## src/rtl/fb_rect_writer.sv

```systemverilog
// Rectangle fill engine: takes one clipped rectangle command and emits one
// frame-buffer pixel write per cycle in raster order, then a one-cycle done pulse.
module fb_rect_writer #(
  parameter int FB_W = 800,
  parameter int FB_H = 525
) (
  input  logic       clock,
  input  logic       reset,
  input  logic       cmd_valid,
  output logic       cmd_ready,
  input  logic [9:0] cmd_x0,
  input  logic [9:0] cmd_y0,
  input  logic [9:0] cmd_w,
  input  logic [9:0] cmd_h,
  input  logic [2:0] cmd_color,
  output logic       fb_we,
  output logic [9:0] fb_x,
  output logic [9:0] fb_y,
  output logic [2:0] fb_wdata,
  output logic       done
);

  typedef enum logic [1:0] {IDLE, FILL, DONE} state_t;

  localparam logic [10:0] W_LIM = 11'(FB_W);
  localparam logic [10:0] H_LIM = 11'(FB_H);

  state_t      state, state_nxt;
  logic [9:0]  x_org;
  logic [10:0] x_end, y_end;
  logic [10:0] x_sum, y_sum;
  logic        accept, empty, row_last, col_last;

  // Bounds are formed one bit wider so x0+w never wraps before clipping.
  assign x_sum    = {1'b0, cmd_x0} + {1'b0, cmd_w};
  assign y_sum    = {1'b0, cmd_y0} + {1'b0, cmd_h};
  assign accept   = cmd_valid && (state == IDLE);
  assign empty    = (cmd_w == '0) || (cmd_h == '0) ||
                    ({1'b0, cmd_x0} >= W_LIM) || ({1'b0, cmd_y0} >= H_LIM);
  assign row_last = ({1'b0, fb_x} + 11'd1) == x_end;
  assign col_last = ({1'b0, fb_y} + 11'd1) == y_end;

  always_ff @(posedge clock or posedge reset) begin
    if (reset) state <= IDLE;
    else       state <= state_nxt;
  end

  always_comb begin
    state_nxt = state;
    cmd_ready = 1'b0;
    fb_we     = 1'b0;
    done      = 1'b0;
    case (state)
      IDLE: begin
        cmd_ready = 1'b1;
        if (cmd_valid) state_nxt = empty ? DONE : FILL;
      end
      FILL: begin
        fb_we = 1'b1;
        if (row_last && col_last) state_nxt = DONE;
      end
      DONE: begin
        done      = 1'b1;
        state_nxt = IDLE;
      end
      default: state_nxt = IDLE;
    endcase
  end

  // The write address doubles as the raster cursor; it holds after the last pixel.
  always_ff @(posedge clock or posedge reset) begin
    if (reset) begin
      fb_x     <= '0;
      fb_y     <= '0;
      fb_wdata <= '0;
      x_org    <= '0;
      x_end    <= '0;
      y_end    <= '0;
    end else if (accept && !empty) begin
      fb_x     <= cmd_x0;
      fb_y     <= cmd_y0;
      fb_wdata <= cmd_color;
      x_org    <= cmd_x0;
      x_end    <= (x_sum > W_LIM) ? W_LIM : x_sum;
      y_end    <= (y_sum > H_LIM) ? H_LIM : y_sum;
    end else if (state == FILL) begin
      if (!row_last) begin
        fb_x <= fb_x + 10'd1;
      end else if (!col_last) begin
        fb_x <= x_org;
        fb_y <= fb_y + 10'd1;
      end
    end
  end

endmodule

```

## config.mk

```make
export PLATFORM = sky130hd
export DESIGN_NAME = fb_rect_writer
export DESIGN_NICKNAME = d
export VERILOG_FILES = /design/src/rtl/fb_rect_writer.sv
export SDC_FILE = /design/constraint.sdc
export NUM_CORES = 1
export LEC_CHECK = 0
export ABC_AREA = 1
export CORE_MARGIN = 2
export CORE_UTILIZATION = 34
export DETAILED_ROUTE_END_ITERATION = 8
export MAX_ROUTING_LAYER = met4
export SKIP_LAST_GASP = 1
export SYNTH_ARGS = -nofsm -noshare
export SYNTH_HDL_FRONTEND = slang
export SYNTH_SLANG_ARGS = --single-unit
```

## constraint.sdc

```tcl
create_clock -name clock -period 1.9 [get_ports clock]
set_clock_uncertainty 0.2 [all_clocks]
set_input_delay 0.285 -clock clock [delete_from_list [all_inputs] [get_ports clock]]
set_output_delay 0.285 -clock clock [all_outputs]
set_load 0.005 [all_outputs]
```

==> results.ini, run 1 <==
[grt]
grt_overflow = 0
grt_max_degree = 58
antenna_found_initial = 0
grt_pass1_wl_mm = 26.2
grt_usage = 0.224
first_global_vias = 5574

[setup_path]
critPathKind = reg2reg
crit_required_ns = 1.91
critical_path.startpoint_type = flip-flop
end_kind = flip-flop
path_cells = ha_4 -> nand2_4 -> nor2_4 -> nand2_2 -> nand2_2 -> nand3_2 -> nand2_2 -> nand3_4 -> nor2_4 -> nand3_2 -> nand3_2 -> nand2_2 -> nand2_2 -> nand2_1
max_stage_delay_ns = 0.41
crit_top_cell = nand2_2
worst_path_max_delay_cell = dfrtp_1
crit_fanout = 6
cp.arrival_ns = 2.35

[synth]
ys_warn_count = 0
ys_seq_elements = 57
synth_edf_count = 0
synthArstFlopShare = 1.00
seq_area_frac_synth = 0.293
syn_inst = 775
syn-num-nets = 845
synth_ff_type = dfrtp_1
netlist.area_leader.share = 0.293
yosys.area.top_type = dfrtp_1
yosysUniqueCellTypes = 41
synthesis.area_um2 = 4860
netlist_top_cells_area = dfrtp_1, nand2_1, nand3_1
avgSynthCellArea_um2 = 6.28

[finish]
final_cell_mix = nand2_1, buf_4, inv_1, nand3_2, nand3_1
nNetsFinal = 1114
ff_latch_area_um2 = 1430
final_common_cell = nand2_1
syn2layout_area_growth_pct = 79.5
drive_above_1_share = 0.423
antennaDiodeCount = 0
multiInputGateArea_um2 = 3930
num-fill-cells = 1155

[die]
dieArea_um2 = 15300
boundaryPins = 72
fp.dieH_um = 124
fp-row-count = 43
die_width_um = 124
initial_core_util = 0.349
fp.coreArea_um2 = 13900

[detailed_routing]
drt_pass1_iterations = 5
routed_wl_mm = 16.8
via_per_inst = 4.86
drtIter0Drc = 368
vias = 5962
route.detailed.drc = 0
post_drt_wl_per_cell_um = 13.7
drtAntennaViolNets = 0

[timing]
slew-limit-headroom = 0.787
finalSetupViolations = 40
timing.fmax_mhz = 428
period_needed_ns = 2.33
layout_setup_ws_ns = -0.435
hold_viol = 0
rsz0062_at_grt = true
worstMarginPinSlew_ns = 0.316
drv_slew = 0
hold_ws_ns = 0.0266
fin_crit_sh = 1.23

[pwr]
power_uw = 3830
p_per_area_nw_per_um2 = 438
p_leak_uw = 0.00443
peakVddDrop_mv = 0.272

[clock_network]
cts_max_level = 3
clkSlewWorstSetupHoldPaths_ns = 0.05
cts_buffers = 9
cts_tree = built
cts_buffer_depth = 2
clock_latency_ns = 0.33
cts_sinks = 57
cts_root_buffer = clkbuf_16

[job]
maxCapViolCount = 0

[run_status]
outcome = finished, violations left
violations = setup timing

[placement]
dp_hpwl_mm = 11.7
preCtsSetupSlack_ns = -0.886
place_congestion = 0.929
io_buffers = 71

[worst_hold_path]
hp-class = in2reg

## cell usage after synthesis (3+ instances only)
| library cell | count |
|---|---|
| nand2_1 | 269 |
| a21oi_1 | 16 |
| nand3b_1 | 7 |
| xor2_1 | 7 |
| nand3_1 | 119 |
| inv_1 | 102 |
| nor2_1 | 55 |
| o21ai_0 | 43 |
| nand4_1 | 8 |
| dfrtp_1 | 57 |
| o21bai_1 | 4 |
| nor2_2 | 3 |
| xnor2_1 | 3 |
| clkbuf_1 | 5 |
| nand2_2 | 6 |
| buf_2 | 8 |
| ha_1 | 22 |
| and2_1 | 3 |
| nor2_4 | 4 |
| nor3_1 | 5 |
## cell families (layout without fill, tap and decap cells)
| group | count (synthesis) | in the layout | share of synthesized area |
|---|---|---|---|
| AOI/OAI and AO/OA | 72 | 72 | 0.0800 |
| xor gates and xnor gates | 11 | 11 | 0.0226 |
| adders and majority gates | 24 | 24 | 0.0648 |
| buffers and inverters | 123 | 393 | 0.102 |
| DFF | 57 | 57 | 0.293 |
| and+or+nand+nor | 488 | 491 | 0.438 |
## where the power goes
group          total, uW  leakage [uW]  internal (uW)  switching (uW)
Sequential          1220      0.000612           1220               0
Combinational        997       0.00367            517             480
Clock               1610      0.000148           1070             542
Total               3830       0.00443           2800            1020
## layer usage
layer  global-route usage  up-vias  share of wire
met5                    -        -              0
met1                0.305     2750           0.46
met4               0.0732        0          0.017
met2                0.346      165           0.47
met3               0.0302       24          0.052
li1                     -     3023              -
## through the flow
stage                     cells  TNS (ns)  utilization  cell area [um2]
after floorplan             775     -5.36            -             4990
after global placement     1169    -34.06        0.506             7050
after detailed placement   1169    -35.29        0.506             7050
after CTS                  1210     -6.71        0.583             8120
after global routing       1228    -13.67        0.627             8730
final                      1228     -8.82        0.627             8730
## sequential cells by signal, summed over array words and instances, names as in the netlist
name / cells
fb_wdata: 3
fb_x: 10
x_end: 11
y_end: 11
state: 2
x_org: 10
fb_y: 10
## path summary, 6_finish.rpt
check                            start          end  slack [ns]  cells after the start
max                            fb_x[0]      fb_x[5]       -0.43                     14
min                          cmd_x0[0]     x_org[0]        0.03                      3
max reg2reg                    fb_x[0]      fb_x[5]       -0.43                     14
min reg2reg                fb_wdata[0]  fb_wdata[0]        0.28                      2
max in group asynchronous        reset      fb_x[3]        1.10                      3
min in group asynchronous        reset      fb_y[0]        0.12                      3
## timing repair
action                     4_1_cts  5_1_grt
setup buffers                   21       15
pin swaps                       70       56
cloned                           6        3
setup endpoints to repair       63       64
resized for setup              224      122
hold buffers                     0        0
## worst max-delay path, delay by kind of cell (launching register included)
kind | cells | cell delay (ns)
and+or+nand+nor | 13 | 1.40
DFF | 1 | 0.41
adders and majority gates | 1 | 0.19
## layout make-up
| type | instances | share of cell area |
|---|---|---|
| multi-input cells | 598 | 0.450 |
| repair buffers | 274 | 0.282 |
| flip-flops and latches | 57 | 0.164 |
| inverters | 104 | 0.0447 |
| clock buffers | 12 | 0.0294 |
| well taps | 180 | 0.0258 |
| clock inverters | 3 | 0.00458 |
(Power assumes the default switching activity.)
==> inputs of run 2 (changes only) <==
--- a/config.mk
+++ b/config.mk
@@ -6,7 +6,6 @@
 export NUM_CORES = 1
 export LEC_CHECK = 0
 export ABC_AREA = 1
-export CORE_MARGIN = 2
 export CORE_UTILIZATION = 34
 export DETAILED_ROUTE_END_ITERATION = 8
 export MAX_ROUTING_LAYER = met4
==> run 2 against run 1 <==
  * The flow still finishes with violations (setup timing)
  * Die area is 3.2% lower
  * Worst hold slack better by 0.089 ns
  * Sequential share of layout area is 0.61 points higher
  * Critical path type unchanged
  * Largest power group unchanged
  * Highest routed layer unchanged
==> results.ini, run 2 (same netlist as run 1, synthesis figures left out) <==
[run_status]
outcome = finished, violations left
violations = setup timing

[timing]
period_needed_ns = 2.26  ; -0.0707 ns
timing.fmax_mhz = 442  ; +3.1%
slew-limit-headroom = 0.788  ; about the same
hold_ws_ns = 0.116  ; +0.0892 ns
drv_slew = 0  ; unchanged
worstMarginPinSlew_ns = 0.319  ; +0.00230 ns
fin_crit_sh = 1.19  ; -0.0372
hold_viol = 0  ; unchanged
layout_setup_ws_ns = -0.364  ; +0.0707 ns
finalSetupViolations = 32  ; -20%
rsz0062_at_grt = true

[die]
die_width_um = 122  ; -1.6%
dieArea_um2 = 14800  ; -3.2%
fp.dieH_um = 122  ; -1.6%
initial_core_util = 0.349  ; unchanged
fp-row-count = 43  ; unchanged
boundaryPins = 72  ; unchanged
fp.coreArea_um2 = 13900  ; unchanged

[worst_hold_path]
hp-class = in2async

[finish]
multiInputGateArea_um2 = 3800  ; -3.3%
largestRegisters = x_end x11, y_end x11
num-fill-cells = 1229  ; +6.4%
final_cell_mix = nand2_1, buf_4, inv_1, nand3_1, dfrtp_1
fin_area_um2 = 8430  ; -3.5%
drive_above_1_share = 0.401  ; -0.0218
final_common_cell = nand2_1
ff_latch_area_um2 = 1430  ; about the same
syn2layout_area_growth_pct = 73.3
nNetsFinal = 1115  ; +0.090%
antennaDiodeCount = 0  ; unchanged

[detailed_routing]
drt_pass1_iterations = 5  ; unchanged
vias = 5921  ; -0.69%
routed_wl_mm = 16.5  ; -2.0%
post_drt_wl_per_cell_um = 13.4  ; -2.1%
drtAntennaViolNets = 0  ; unchanged
route.detailed.drc = 0  ; unchanged
drtIter0Drc = 308  ; -16%
via_per_inst = 4.81  ; -0.85%

[setup_path]
endpoint = fb_x[8]
cp-startpoint = fb_x[1]
critical_path.startpoint_type = flip-flop
end_kind = flip-flop
crit_fanout = 6  ; unchanged
r2r_slack_ns = -0.36  ; +0.07 ns
cp.arrival_ns = 2.29  ; -0.06 ns
r2r.worst_path.cells = 15  ; +1
rr_endpoint = fb_x[8]
crit_required_ns = 1.93  ; +0.02 ns
critPathKind = reg2reg
r2r_start = fb_x[1]

[clock_network]
cts_max_level = 3  ; unchanged
cts_root_buffer = clkbuf_16
cts_buffer_depth = 2  ; unchanged
clkSlewWorstSetupHoldPaths_ns = 0.06  ; about the same
cts_buffers = 9  ; unchanged
cts_tree = built
cts_sinks = 57  ; unchanged
clock_latency_ns = 0.34  ; about the same

[grt]
grt_usage = 0.227  ; +0.00238
grt_pass1_wl_mm = 25.7  ; -1.7%
grt_overflow = 0  ; unchanged
antenna_found_initial = 0  ; unchanged
grt_max_degree = 58  ; unchanged
first_global_vias = 5417  ; -2.8%

[placement]
io_buffers = 71  ; unchanged
preCtsSetupSlack_ns = -0.891  ; -0.00457 ns
dp_hpwl_mm = 11.8  ; +1.1%
placed_cell_area_um2 = 7090  ; +0.53%
place_congestion = 0.895  ; -3.7%

[pwr]
peakVddDrop_mv = 0.389  ; +43%
p_leak_uw = 0.00436  ; -1.8%
p_per_area_nw_per_um2 = 458  ; +4.6%

[job]
maxCapViolCount = 0  ; unchanged

## run 2: cell type report
type	count	area share
Multi-Input combinational cell	598	0.451
Clock buffer	9	0.0267
Clock inverter	7	0.00846
Timing Repair Buffer	275	0.270
Inverter	104	0.0468
Sequential cell	57	0.170
Tap cell	180	0.0267
## run 2: critical path, stage by stage (launching register included)
cell and delay, ns:
dfrtp_2 0.43, ha_4 0.19, nand3_1 0.12, nand2_1 0.09, nand2_2 0.11, nor2_1 0.07, inv_1 0.07, nand2_1 0.05
nor2_1 0.10, nand3b_1 0.10, nor2_2 0.14, nand2_2 0.09, nand2_4 0.13, nand2_4 0.10, nand2_1 0.10, nand2_1 0.06
## run 2: stage by stage
| stage | util | total power [uW] | setup TNS (ns) | std cells |
|---|---|---|---|---|
| floorplan | - | 1580 | -5.36 | 775 |
| global route | 0.605 | 4000 | -13.14 | 1230 |
| detailed placement | 0.509 | 2010 | -33.77 | 1174 |
| CTS | 0.572 | 3740 | -6.93 | 1215 |
| global placement | 0.509 | 2010 | -32.71 | 1174 |
| finish | 0.605 | 3860 | -7.64 | 1230 |
## run 2: timing repair
action	in CTS	in global routing
hold buffers	1	0
buffers inserted	22	13
setup endpoints to repair	65	58
gates cloned	3	2
pin swaps	60	56
endpoints found under the hold margin	1	0
gates resized for setup	186	122
## run 2: metal layers
layer  vias to the layer above  wire [um]  global-route usage
met1                      2726       7930               0.311
met2                       140       7640               0.352
li1                       3031          -                   -
met4                         0        323              0.0617
met3                        24        615              0.0276
met5                         -          0                   -
## run 2: worst min path at each step
stage                       from     endpoint  slack, ns  cells after the start
finish                     reset      fb_y[2]       0.12                      3
global route               reset    y_end[10]       0.15                      3
global placement     fb_wdata[2]  fb_wdata[2]       0.26                      2
floorplan           cmd_color[0]  fb_wdata[0]       0.19                      2
detailed placement   fb_wdata[0]  fb_wdata[0]       0.27                      2
CTS                        reset    y_end[10]       0.13                      3
## run 2: power breakdown
part / total, uW / internal, uW / leakage [uW] / switching (uW)
clock network: 1620 / 1010 / 0.000149 / 604
registers: 1210 / 1210 / 0.000613 / 0
logic: 1030 / 532 / 0.00359 / 499
total: 3860 / 2760 / 0.00436 / 1100
==> inputs of run 3 (changes only) <==
--- a/config.mk
+++ b/config.mk
@@ -6,9 +6,9 @@
 export NUM_CORES = 1
 export LEC_CHECK = 0
 export ABC_AREA = 1
+export CORE_MARGIN = 5
 export CORE_UTILIZATION = 34
 export DETAILED_ROUTE_END_ITERATION = 8
-export MAX_ROUTING_LAYER = met4
 export SKIP_LAST_GASP = 1
 export SYNTH_ARGS = -nofsm -noshare
 export SYNTH_HDL_FRONTEND = slang
==> run 3 against run 2 <==
  * Highest routed layer unchanged
  * Worst setup slack got worse by 0.082 ns
  * The run still ends with setup timing left
  * Critical path type unchanged
  * Combinational power barely moved
  * Sequential share of layout area fell by 0.64 points
  * Largest power group unchanged
==> results.ini, run 3 (same netlist as run 1, synthesis figures left out) <==
[run_status]
outcome = finished, violations left
violations = setup timing

[finish]
drive_above_1_share = 0.421  ; +0.0204
nNetsFinal = 1114  ; -0.090%
fin_area_um2 = 8750  ; +3.8%
antennaDiodeCount = 0  ; unchanged
num-fill-cells = 1140  ; -7.2%
final_cell_mix = nand2_1, buf_4, inv_1, nand3_1, dfrtp_1
multiInputGateArea_um2 = 3920  ; +3.2%
largestRegisters = x_end x11, y_end x11
syn2layout_area_growth_pct = 79.9
final_common_cell = nand2_1
ff_latch_area_um2 = 1430  ; about the same

[job]
maxCapViolCount = 0  ; unchanged

[timing]
drv_slew = 0  ; unchanged
fin_tns_setup_ns = -9.16  ; -1.53 ns
period_needed_ns = 2.35  ; +0.0822 ns
layout_setup_ws_ns = -0.446  ; -0.0822 ns
fin_crit_sh = 1.23  ; +0.0432
slew-limit-headroom = 0.779  ; -0.00872
timing.fmax_mhz = 426  ; -3.5%
hold_viol = 0  ; unchanged
rsz0062_at_grt = true
worstMarginPinSlew_ns = 0.332  ; +0.0131 ns
finalSetupViolations = 33  ; +3.1%

[die]
fp-row-count = 43  ; unchanged
dieArea_um2 = 16800  ; +14%
fp.coreArea_um2 = 13900  ; unchanged
initial_core_util = 0.349  ; unchanged
die_width_um = 130  ; +6.6%
boundaryPins = 72  ; unchanged
fp.dieH_um = 130  ; +6.6%

[worst_hold_path]
hp-class = in2async

[pwr]
peakVddDrop_mv = 0.373  ; -4.2%
power_uw = 3890  ; +0.68%
p_per_area_nw_per_um2 = 444  ; -3.0%
p_leak_uw = 0.00442  ; +1.5%

[grt]
grt_max_degree = 58  ; unchanged
grt_overflow = 0  ; unchanged
grt_pass1_wl_mm = 27.7  ; +7.7%
first_global_vias = 5712  ; +5.4%
antenna_found_initial = 0  ; unchanged
grt_usage = 0.204  ; -0.0228

[detailed_routing]
drtAntennaViolNets = 0  ; unchanged
drt_pass1_iterations = 5  ; unchanged
drtIter0Drc = 416  ; +35%
vias = 5998  ; +1.3%
route.detailed.drc = 0  ; unchanged
post_drt_wl_per_cell_um = 14.3  ; +6.9%
via_per_inst = 4.88  ; +1.4%
routed_wl_mm = 17.6  ; +6.8%

[setup_path]
rr_endpoint = fb_y[8]
r2r_slack_ns = -0.45  ; -0.08 ns
cp.arrival_ns = 2.36  ; +0.07 ns
crit_required_ns = 1.92  ; about the same
crit_fanout = 5  ; -1
critical_path.startpoint_type = flip-flop
critPathKind = reg2reg
r2r.worst_path.cells = 15  ; unchanged
r2r_start = fb_x[1]
end_kind = flip-flop

[clock_network]
cts_tree = built
cts_root_buffer = clkbuf_16
clkSlewWorstSetupHoldPaths_ns = 0.05  ; about the same
clock_latency_ns = 0.34  ; about the same
cts_max_level = 3  ; unchanged
cts_buffers = 9  ; unchanged
cts_sinks = 57  ; unchanged
cts_buffer_depth = 2  ; unchanged

[placement]
place_congestion = 0.911  ; +1.8%
dp_hpwl_mm = 11.8  ; +0.48%
preCtsSetupSlack_ns = -0.892  ; -0.000854 ns
io_buffers = 71  ; unchanged
placed_cell_area_um2 = 7040  ; -0.78%

run 3: area by class of cell:
cell class / instances / share of cell area
Sequential cell: 57 / 0.164
Multi-Input combinational cell: 599 / 0.448
Inverter: 104 / 0.0469
Timing Repair Buffer: 273 / 0.281
Clock buffer: 14 / 0.0313
Clock inverter: 2 / 0.00400
Tap cell: 180 / 0.0257
run 3: worst max path at each step:
| stage | start | end | cells after the start |
|---|---|---|---|
| 2_1_floorplan | cmd_x0[0] | x_end[5] | 13 |
| 3_3_place_gp | cmd_x0[0] | x_end[5] | 14 |
| 3_5_place_dp | cmd_x0[0] | x_end[5] | 14 |
| 4_1_cts | fb_x[1] | fb_y[8] | 15 |
| 5_1_grt | fb_y[1] | fb_x[5] | 16 |
| 6_report | fb_x[1] | fb_y[8] | 15 |
run 3: stage by stage:
| step | hold WS [ns] | cells | utilization |
|---|---|---|---|
| detailed placement | 0.268 | 1165 | 0.505 |
| global placement | 0.263 | 1165 | 0.505 |
| floorplan | 0.195 | 775 | - |
| CTS | 0.142 | 1214 | 0.597 |
| finish | 0.122 | 1229 | 0.628 |
| global route | 0.176 | 1229 | 0.628 |
run 3: worst max-delay path, stage by stage, from the launching register on:
cell     delay [ns]
dfrtp_2        0.43
ha_4           0.30
inv_4          0.03
nand2_2        0.05
nand2_2        0.06
nor2_4         0.12
nand2_2        0.07
nor2_1         0.10
nand2_1        0.07
nor2_2         0.12
nand3_2        0.16
nor2_4         0.14
nand2_4        0.10
buf_8          0.16
nand3_2        0.05
nand2_1        0.06
run 3: routing by layer:
layer	global-route usage	vias to the layer above	routed length, um
met3	0.0297	26	781
met2	0.331	134	8510
met1	0.284	2801	8040
met4	0.0568	0	301
li1	-	3037	-
met5	0	-	0
run 3: what timing repair did:
| action | CTS | global route |
|---|---|---|
| buffers inserted | 24 | 13 |
| pin swaps | 66 | 70 |
| hold buffers | 1 | 0 |
| endpoints found under the setup margin | 63 | 52 |
| resized for setup | 255 | 107 |
| hold endpoints to repair | 1 | 0 |
| gates cloned | 10 | 3 |
run 3: where the power goes:
part	switching (uW)	internal (uW)	total (uW)
Sequential	0	1220	1220
Combinational	487	515	1000
Clock	551	1120	1670
